$ cat src/rtl/nw_traceback.sv
// nw_traceback: traceback engine for the Needleman-Wunsch score grid.
// It reads H[i][j] from a synchronous score memory, walks from (LENGTH,LENGTH)
// back to (0,0), and emits one alignment op per step over valid/ready.
//
// Ports
//   clk, rst           clock; asynchronous active-high reset
//   start              begin a traceback (ignored while busy)
//   s1, s2             row / column strings, CWIDTH bits per char, char 0 in LSBs
//   rd_en, rd_addr     score memory read strobe / address i*(LENGTH+1)+j
//   rd_data            signed H[i][j], valid one cycle after rd_en
//   op_valid, op_ready op handshake
//   op, op_last        00 match, 01 mismatch, 10 up, 11 left; op_last marks (0,0)
//   busy, done, err    status levels
//
// state  | meaning
// IDLE   | waiting for start
// RD_CUR | read H[LENGTH][LENGTH] (once per traceback)
// RD_NBR | three reads: diag, up, left of (i,j)
// DECIDE | pick the predecessor (left value taken live from rd_data)
// EMIT   | present op until accepted, then move (i,j)
// DONE   | one-cycle completion state
module nw_traceback #(
   parameter int LENGTH   = 10,
   parameter int CWIDTH   = 2,
   parameter int SWIDTH   = 16,
   parameter int MATCH    = 1,
   parameter int INDEL    = -1,
   parameter int MISMATCH = -1,
   parameter int ADDRW    = $clog2((LENGTH+1)*(LENGTH+1))
) (
   input  logic                       clk,
   input  logic                       rst,
   input  logic                       start,
   input  logic [LENGTH*CWIDTH-1:0]   s1,
   input  logic [LENGTH*CWIDTH-1:0]   s2,
   output logic                       rd_en,
   output logic [ADDRW-1:0]           rd_addr,
   input  logic signed [SWIDTH-1:0]   rd_data,
   output logic                       op_valid,
   input  logic                       op_ready,
   output logic [1:0]                 op,
   output logic                       op_last,
   output logic                       busy,
   output logic                       done,
   output logic                       err
);

   localparam int IW = $clog2(LENGTH+1);
   localparam logic [IW-1:0]            LAST_IDX   = IW'(LENGTH);
   localparam logic [ADDRW-1:0]         ROW_STRIDE = ADDRW'(LENGTH+1);
   localparam logic signed [SWIDTH-1:0] W_MATCH    = SWIDTH'(MATCH);
   localparam logic signed [SWIDTH-1:0] W_MISM     = SWIDTH'(MISMATCH);
   localparam logic signed [SWIDTH-1:0] W_INDEL    = SWIDTH'(INDEL);

   localparam logic [1:0] OP_MATCH = 2'b00;
   localparam logic [1:0] OP_MISM  = 2'b01;
   localparam logic [1:0] OP_UP    = 2'b10;
   localparam logic [1:0] OP_LEFT  = 2'b11;

   typedef enum logic [2:0] {IDLE, RD_CUR, RD_NBR, DECIDE, EMIT, DONE} state_t;
   // Which captured register the read issued last cycle is destined for.
   typedef enum logic [1:0] {TAG_NONE, TAG_CUR, TAG_DIAG, TAG_UP} tag_t;

   state_t                      state, state_nxt;
   tag_t                        tag;
   logic [1:0]                  cnt;
   logic [IW-1:0]               i, j, im1, jm1;
   logic [LENGTH*CWIDTH-1:0]    s1_q, s2_q;
   logic [CWIDTH-1:0]           c1, c2;
   logic signed [SWIDTH-1:0]    cur, diag_q, up_q, nbr_q;
   logic signed [SWIDTH-1:0]    w, diag_sum, up_sum, left_sum, dec_val;
   logic [1:0]                  op_q, dec_op;
   logic                        last_q, dec_ok, dec_last;
   logic [IW-1:0]               dec_ni, dec_nj, nxt_i, nxt_j;

   function automatic logic [ADDRW-1:0] addr_of(input logic [IW-1:0] r,
                                                input logic [IW-1:0] c);
      return ADDRW'(r) * ROW_STRIDE + ADDRW'(c);
   endfunction

   // Guarded decrements keep the char part-selects in range on the boundary.
   assign im1 = (i == '0) ? '0 : i - IW'(1);
   assign jm1 = (j == '0) ? '0 : j - IW'(1);
   assign c1  = s1_q[im1*CWIDTH +: CWIDTH];
   assign c2  = s2_q[jm1*CWIDTH +: CWIDTH];

   always_comb begin
      w        = (c1 == c2) ? W_MATCH : W_MISM;
      diag_sum = diag_q + w;
      up_sum   = up_q + W_INDEL;
      left_sum = rd_data + W_INDEL;
      dec_ok   = 1'b1;
      dec_op   = OP_LEFT;
      dec_val  = cur;
      if (i == '0) begin
         dec_op = OP_LEFT;
      end else if (j == '0) begin
         dec_op = OP_UP;
      end else if (diag_sum == cur) begin
         dec_op  = (c1 == c2) ? OP_MATCH : OP_MISM;
         dec_val = diag_q;
      end else if (up_sum == cur) begin
         dec_op  = OP_UP;
         dec_val = up_q;
      end else if (left_sum == cur) begin
         dec_op  = OP_LEFT;
         dec_val = rd_data;
      end else begin
         dec_ok = 1'b0;
      end
   end

   // Every op except left decrements i; every op except up decrements j.
   assign dec_ni   = (dec_op != OP_LEFT) ? im1 : i;
   assign dec_nj   = (dec_op != OP_UP)   ? jm1 : j;
   assign dec_last = (dec_ni == '0) && (dec_nj == '0);
   assign nxt_i    = (op_q != OP_LEFT) ? im1 : i;
   assign nxt_j    = (op_q != OP_UP)   ? jm1 : j;

   always_ff @(posedge clk or posedge rst) begin
      if (rst) state <= IDLE;
      else     state <= state_nxt;
   end

   always_comb begin
      state_nxt = state;
      rd_en     = 1'b0;
      rd_addr   = '0;
      case (state)
         IDLE: if (start) state_nxt = RD_CUR;
         RD_CUR: begin
            rd_en     = 1'b1;
            rd_addr   = addr_of(i, j);
            state_nxt = RD_NBR;
         end
         RD_NBR: begin
            rd_en = 1'b1;
            case (cnt)
               2'd0:    rd_addr = addr_of(im1, jm1);
               2'd1:    rd_addr = addr_of(im1, j);
               default: rd_addr = addr_of(i, jm1);
            endcase
            if (cnt == 2'd2) state_nxt = DECIDE;
         end
         DECIDE: state_nxt = dec_ok ? EMIT : DONE;
         EMIT: begin
            if (op_ready) begin
               if (last_q)                          state_nxt = DONE;
               else if (nxt_i != '0 && nxt_j != '0) state_nxt = RD_NBR;
               else                                 state_nxt = DECIDE;
            end
         end
         DONE:    state_nxt = IDLE;
         default: state_nxt = IDLE;
      endcase
   end

   always_ff @(posedge clk or posedge rst) begin
      if (rst) begin
         tag    <= TAG_NONE;
         cnt    <= '0;
         i      <= '0;
         j      <= '0;
         s1_q   <= '0;
         s2_q   <= '0;
         cur    <= '0;
         diag_q <= '0;
         up_q   <= '0;
         nbr_q  <= '0;
         op_q   <= '0;
         last_q <= 1'b0;
         busy   <= 1'b0;
         done   <= 1'b0;
         err    <= 1'b0;
      end else begin
         tag <= TAG_NONE;
         case (tag)
            TAG_CUR:  cur    <= rd_data;
            TAG_DIAG: diag_q <= rd_data;
            TAG_UP:   up_q   <= rd_data;
            default:  ;
         endcase
         case (state)
            IDLE: begin
               if (start) begin
                  s1_q <= s1;
                  s2_q <= s2;
                  i    <= LAST_IDX;
                  j    <= LAST_IDX;
                  busy <= 1'b1;
                  done <= 1'b0;
                  err  <= 1'b0;
               end
            end
            RD_CUR: tag <= TAG_CUR;
            RD_NBR: begin
               cnt <= cnt + 2'd1;
               if (cnt == 2'd0)      tag <= TAG_DIAG;
               else if (cnt == 2'd1) tag <= TAG_UP;
               else                  cnt <= '0;
            end
            DECIDE: begin
               if (dec_ok) begin
                  op_q   <= dec_op;
                  last_q <= dec_last;
                  nbr_q  <= dec_val;
               end else begin
                  done <= 1'b1;
                  err  <= 1'b1;
                  busy <= 1'b0;
               end
            end
            EMIT: begin
               if (op_ready) begin
                  i   <= nxt_i;
                  j   <= nxt_j;
                  cur <= nbr_q;
                  if (last_q) begin
                     done <= 1'b1;
                     busy <= 1'b0;
                  end
               end
            end
            default: ;
         endcase
      end
   end

   assign op_valid = (state == EMIT);
   assign op       = op_valid ? op_q : 2'b00;
   assign op_last  = op_valid & last_q;

endmodule

$ cat config.mk
export PLATFORM = sky130hd
export DESIGN_NAME = nw_traceback
export DESIGN_NICKNAME = d
export VERILOG_FILES = /design/src/rtl/nw_traceback.sv
export SDC_FILE = /design/constraint.sdc
export NUM_CORES = 1
export LEC_CHECK = 0
export ABC_AREA = 1
export CAP_MARGIN = 20
export CORE_MARGIN = 3
export CORE_UTILIZATION = 65
export DETAILED_ROUTE_END_ITERATION = 8
export GPL_TIMING_DRIVEN = 0
export HOLD_SLACK_MARGIN = 0.15
export PLACE_DENSITY = 0.85
export SLEW_MARGIN = 10
export SYNTH_ARGS = -nofsm -noshare
export SYNTH_HDL_FRONTEND = slang
export SYNTH_SLANG_ARGS = --single-unit
$ cat constraint.sdc
create_clock -name clk -period 7.7 [get_ports clk]
set_input_delay 1.54 -clock clk [delete_from_list [all_inputs] [get_ports clk]]
set_output_delay 1.54 -clock clk [all_outputs]
set_load 0.005 [all_outputs]
; ---- Yosys cells after proc, flatten, opt, wreduce, memory -nomap -nowiden
; Index checks and enable logic that the tools add are counted.
[word_totals]
regBits = 125
inputBits = 60
[classes]
addsub = 10
multipliers = 2
eq_ne = 22
shift = 2
n_mux = 57
n_bitwise = 1
reduce_logical = 20
[op_table]
columns = operator, count
row1 = two-way mux 16 bit, 9
row2 = == test 16 bit, 3
row3 = indexed part select 20 x 6 -> 2 bit, 2
row4 = two-way mux 4 bit, 9
row5 = "adder 16 x 1 -> 16 bit, second input constant", 2
row6 = adder 7 x 4 -> 7 bit, 4
row7 = one-hot mux 7 bit (2 select lines), 2
row8 = two-way mux 1 bit, 18
row9 = adder 16 bit, 1
row10 = zero test 4 bit, 4
row11 = two-way mux 2 bit, 8
row12 = one-hot mux 4 bit (2 select lines), 2
row13 = one-hot mux 3 bit (5 select lines), 1
row14 = "multiplier 4 x 4 -> 7 bit, second input constant", 2
row15 = "!= test 2 bit, second input constant", 7
row16 = two-way mux 3 bit, 4
row17 = AND reduction 3 bit, 3
row18 = nonzero test 4 bit, 2
row19 = "subtractor 4 x 1 -> 4 bit, second input constant", 2
row20 = "== test 2 bit, second input constant", 3
row21 = "== test 3 x 2 -> 1 bit, second input constant", 2
row22 = one-hot mux 1 bit (3 select lines), 2
row23 = AND reduction 5 bit, 1
row24 = "== test 2 x 1 -> 1 bit, second input constant", 2
row25 = 15 further kinds, 19

; ---- Logic depth before layout (Yosys ltp)
[depth]
depth_word = 14
depth_mapped = 39
ltp_nobuf = 38

; ---- Worst setup path before layout
; OpenSTA, ideal clock, no wires.
[synth_path]
kind = register to output
start = register i[0]
end = output rd_addr[5]
arrival_ns = 3.527
t_required_ns = 6.160
slack_ns = 2.633
path_stages_with_launch = 20
path_buffers = 1
path_cell_list = dfrtp_1 > inv_1 > buf_2 > ha_1 > nand2_2 > nand2_2 > inv_1 > ha_1 > ha_1 > inv_1 > fa_1 > inv_1 > ha_1 > inv_1 > nor2_1 > o21ai_0 > or2_2 > nand3_1 > nand3_1 > o21ai_0
[synth_between]
elab_chain_len = 6
elab_cells_between_ends = 11
classes_between = 5 x add/sub / 2 x mul / 3 x mux / 1 x reduce/logical
[synth_rtl]
columns = element, line_no
row1 = from (decl), 67  ; logic [IW-1:0] i, j, im1, jm1;
row2 = from (signal assigned), 215  ; i <= nxt_i;
row3 = subtractor 4 x 1 -> 4 bit or zero test 4 bit (tied branches), 82  ; assign im1 = (i == '0) ? '0 : i - IW'(1);
row4 = two-way mux 4 bit, 82
row5 = multiplier 4 x 4 -> 7 bit, 78  ; return ADDRW'(r) * ROW_STRIDE + ADDRW'(c);
row6 = adder 7 x 4 -> 7 bit, 78
row7 = one-hot mux 7 bit (2 select lines), 138  ; case (cnt)
row8 = one-hot mux 7 bit (2 select lines) (*), 129  ; case (state)
row9 = to (decl), 37  ; output logic [ADDRW-1:0] rd_addr,
; Mark *: on every way between the ends. The rest lies on a longest branch, timed or not.

; ---- Worst setup path after layout
; Same ends and word-level chain as after synthesis.

==> results by group <==
Outcome
  – Status: complete, no violations

Clock tree
  – Total clock sinks: around 130
  – Max Buffers Root-to-Sink: 2
  – CTS buffer count: 17
  – Resize count post-CTS: 0
  – CTS tree: done
  – Clock latency at the later pin of the worst-skew pair: 0.44 ns
  – H-tree levels: 4
  – # Post-CTS Setup Buffers: 0
  – Root Buffer: clkbuf_16
  – Cts hold-fix bufs: 0
  – Clk slew on worst S/H paths: roughly 0.06 ns

Global routing
  – GR Util All Layers: 0.349
  – First-pass GRT wire length: approximately 46000 um
  – Number of global-route vias before repair: a little under 10000
  – Largest net degree at the start of global routing: around 90
  – Initial antenna violation count: 0
  – GR Overflow Total: 0

Timing
  – RSZ-0062 raised after global routing: false
  – Final count of hold timing violations: 0
  – Fin. max-slew vios: 0
  – Max Freq: 149 MHz
  – Post-layout min period: between 6 and 7 ns
  – Tcrit/Tclk final: 0.874
  – Setup slack after layout: between 0.9 and 1 ns
  – Skew final: between 0.008 and 0.009 ns
  – Slew margin rel.: 0.544
  – Setup TNS: 0 ns
  – Slew @ Worst Pin: about 0.68 ns
  – # setup viols final: 0

Routing
  – DR vias/cell: 5.68
  – Remaining DRCs: 0
  – DR vias: about 10000
  – Avg WL per Cell: about 16 um
  – Initial DRT Pass Iterations: 7
  – DRT antenna net count: 0
  – Detailed Route WL: about 29000 um
  – Drt initial violations: roughly 1000

Floorplan
  – Die height: ~130 um
  – Core Region: between 0.01 and 0.015 mm^2
  – Starting Density: 0.678
  – Number of I/O pins: 75
  – Die Wd: between 100 and 150 um
  – Row cnt: 44
  – Die area: ~0.017 mm^2

Placement
  – GPL Wtd Cong: a little under 1
  – Dpl ws: approximately 1.5 ns
  – Placed cell area: about 0.011 mm^2
  – Post-DP HPWL: 22700 um
  – Port-buffer cells: between 70 and 80

Critical path
  – CP arrival: 5.19 ns
  – Reg-to-reg startpoint: i[0]
  – WP data required: 6.16 ns
  – Critical path class: reg2out
  – Setup slack, reg-to-reg: between 1.5 and 2 ns
  – Setup crit end kind: primary output
  – Worst r2r path cells: 33
  – Startpoint Class: flip-flop
  – Critical Path Fanout Max: 10
  – Critical Path Start: i[0]

Hold path
  – Hold Startpoint: s1_q[12]
  – Worst hold stages: 2
  – Hold WC Path Type: reg2reg

Synthesis
  – Avg Inst Size Synth: between 6 and 7 um^2
  – Cells after Synth: about 1500
  – Register area share after synthesis: 0.311
  – Post-synth EDFFs: 0
  – Prevailing post-synth register cell: dfrtp_1
  – Synth cell types: 48
  – Fraction of registers with async set/reset: 1.00
  – Syn Nets: 1628
  – Cell Area, Synth: around 0.01 mm^2
  – Count of warnings emitted by yosys: 0
  – Synth Register Bits: between 100 and 150

Final layout
  – Layout cell share with drive strength beyond 1: 0.0583
  – Most frequent cells in the layout: nand2_1 (423), inv_1 (177), nor2_1 (174)
  – Post-route cell area: between 0.01 and 0.015 mm^2
  – Antenna diodes: 0
  – Area added between synthesis and finish: 15.8%
  – Commonest non-fill, non-tap cell in the layout: nand2_1
  – Total Nets Final: approximately 1700

Flow run
  – Max-cap violations: 0
[cells in the mapped netlist, types with 3 or more instances]
| master | n | share of area |
|---|---|---|
| nand2_1 | 423 | 0.16 |
| inv_1 | 178 | 0.067 |
| nor2_1 | 174 | 0.065 |
| o21ai_0 | 133 | 0.066 |
| dfrtp_1 | 125 | 0.31 |
| nand3_1 | 120 | 0.060 |
| ha_1 | 57 | 0.071 |
| a21oi_1 | 48 | 0.024 |
| xor2_1 | 44 | 0.038 |
| xnor2_1 | 31 | 0.027 |
| clkbuf_1 | 28 | 0.010 |
| nand4_1 | 14 | 0.0087 |
| o21ai_1 | 14 | 0.0070 |
| nand2_2 | 11 | 0.0068 |
| buf_2 | 9 | 0.0045 |
| inv_2 | 9 | 0.0034 |
| nor3_1 | 9 | 0.0045 |
| or2_2 | 9 | 0.0056 |
| nand3b_1 | 7 | 0.0052 |
| fa_1 | 6 | 0.012 |
| a31oi_1 | 5 | 0.0031 |
| buf_4 | 4 | 0.0030 |
| nor3_2 | 4 | 0.0040 |
| nor4_1 | 4 | 0.0025 |
| o22ai_1 | 4 | 0.0025 |
| nand2_4 | 3 | 0.0034 |
| o211ai_1 | 3 | 0.0022 |
[layer usage]
metal	track usage	wire, um	part of all wire	up-vias
met5	0	0	0	-
met4	0.171	1220	0.042	0
met3	0.0544	1920	0.066	114
met2	0.630	14500	0.50	475
met1	0.403	11300	0.39	4624
li1	-	-	-	4995
[metrics by stage]
stage / hold WS (ns) / cells / utilization
after floorplan: 0.433 / 1505 / -
after global placement: 0.453 / 1763 / 0.744
after detailed placement: 0.452 / 1764 / 0.746
after CTS: 0.467 / 1796 / 0.786
after global routing: 0.484 / 1796 / 0.786
final: 0.464 / 1796 / 0.786
[registers in the layout, indices dropped and copies added (netlist names), 2 cells and up]
| name | cells |
|---|---|
| s2_q | 20 |
| nbr_q | 16 |
| tag | 2 |
| state | 3 |
| s1_q | 20 |
| up_q | 16 |
| op_q | 2 |
| cur | 16 |
| diag_q | 16 |
| cnt | 2 |
| i | 4 |
| j | 4 |
[path summary, 6_finish.rpt]
kind                              end
max                        rd_addr[5]
min                          s1_q[12]
max reg2reg                  nbr_q[0]
min reg2reg                  s1_q[12]
max in group asynchronous      tag[1]
min in group asynchronous      cur[1]
[worst max-delay path, stage by stage, from the launching register on]
cell             delay (ns)
dfrtp_1                0.52
inv_1                  0.19
buf_2                  0.25
ha_1                   0.32
inv_1                  0.10
nor2_1                 0.09
o21ai_0                0.08
nand2_1                0.39
inv_1                  0.22
ha_1                   0.36
inv_1                  0.06
fa_1                   0.52
inv_1                  0.04
ha_1                   0.26
inv_1                  0.05
nor2_1                 0.14
o21ai_0                0.11
or2_2                  0.29
nand3_1                0.07
nand3_1                0.07
o21ai_0                0.09
clkdlybuf4s50_1        0.52
[final cells by class]
| cell class | count | area (um^2) |
|---|---|---|
| Clock buffer | 19 | 453 |
| Buffer | 44 | 206 |
| Fill cell | 1135 | 3170 |
| Timing Repair Buffer | 75 | 768 |
| Tap cell | 184 | 230 |
| Sequential cell | 125 | 3130 |
| Multi-Input combinational cell | 1147 | 6000 |
| Inverter | 189 | 717 |
| Clock inverter | 13 | 131 |
[cell families (layout without fill, tap and decap cells)]
logic type / after synthesis / in the layout / synth area share
flip-flops: 125 / 125 / 0.311
AO/OA/AOI/OAI: 220 / 220 / 0.116
adder cells (fa/ha/maj): 63 / 63 / 0.0829
buffers and inverters: 233 / 340 / 0.0914
XOR/XNOR: 75 / 75 / 0.0654
AND/OR/NAND/NOR: 789 / 789 / 0.333
Power is left out: the tool's default activity adds up to more than one toggle a clock period on the data nets, which glitch-free logic cannot reach.
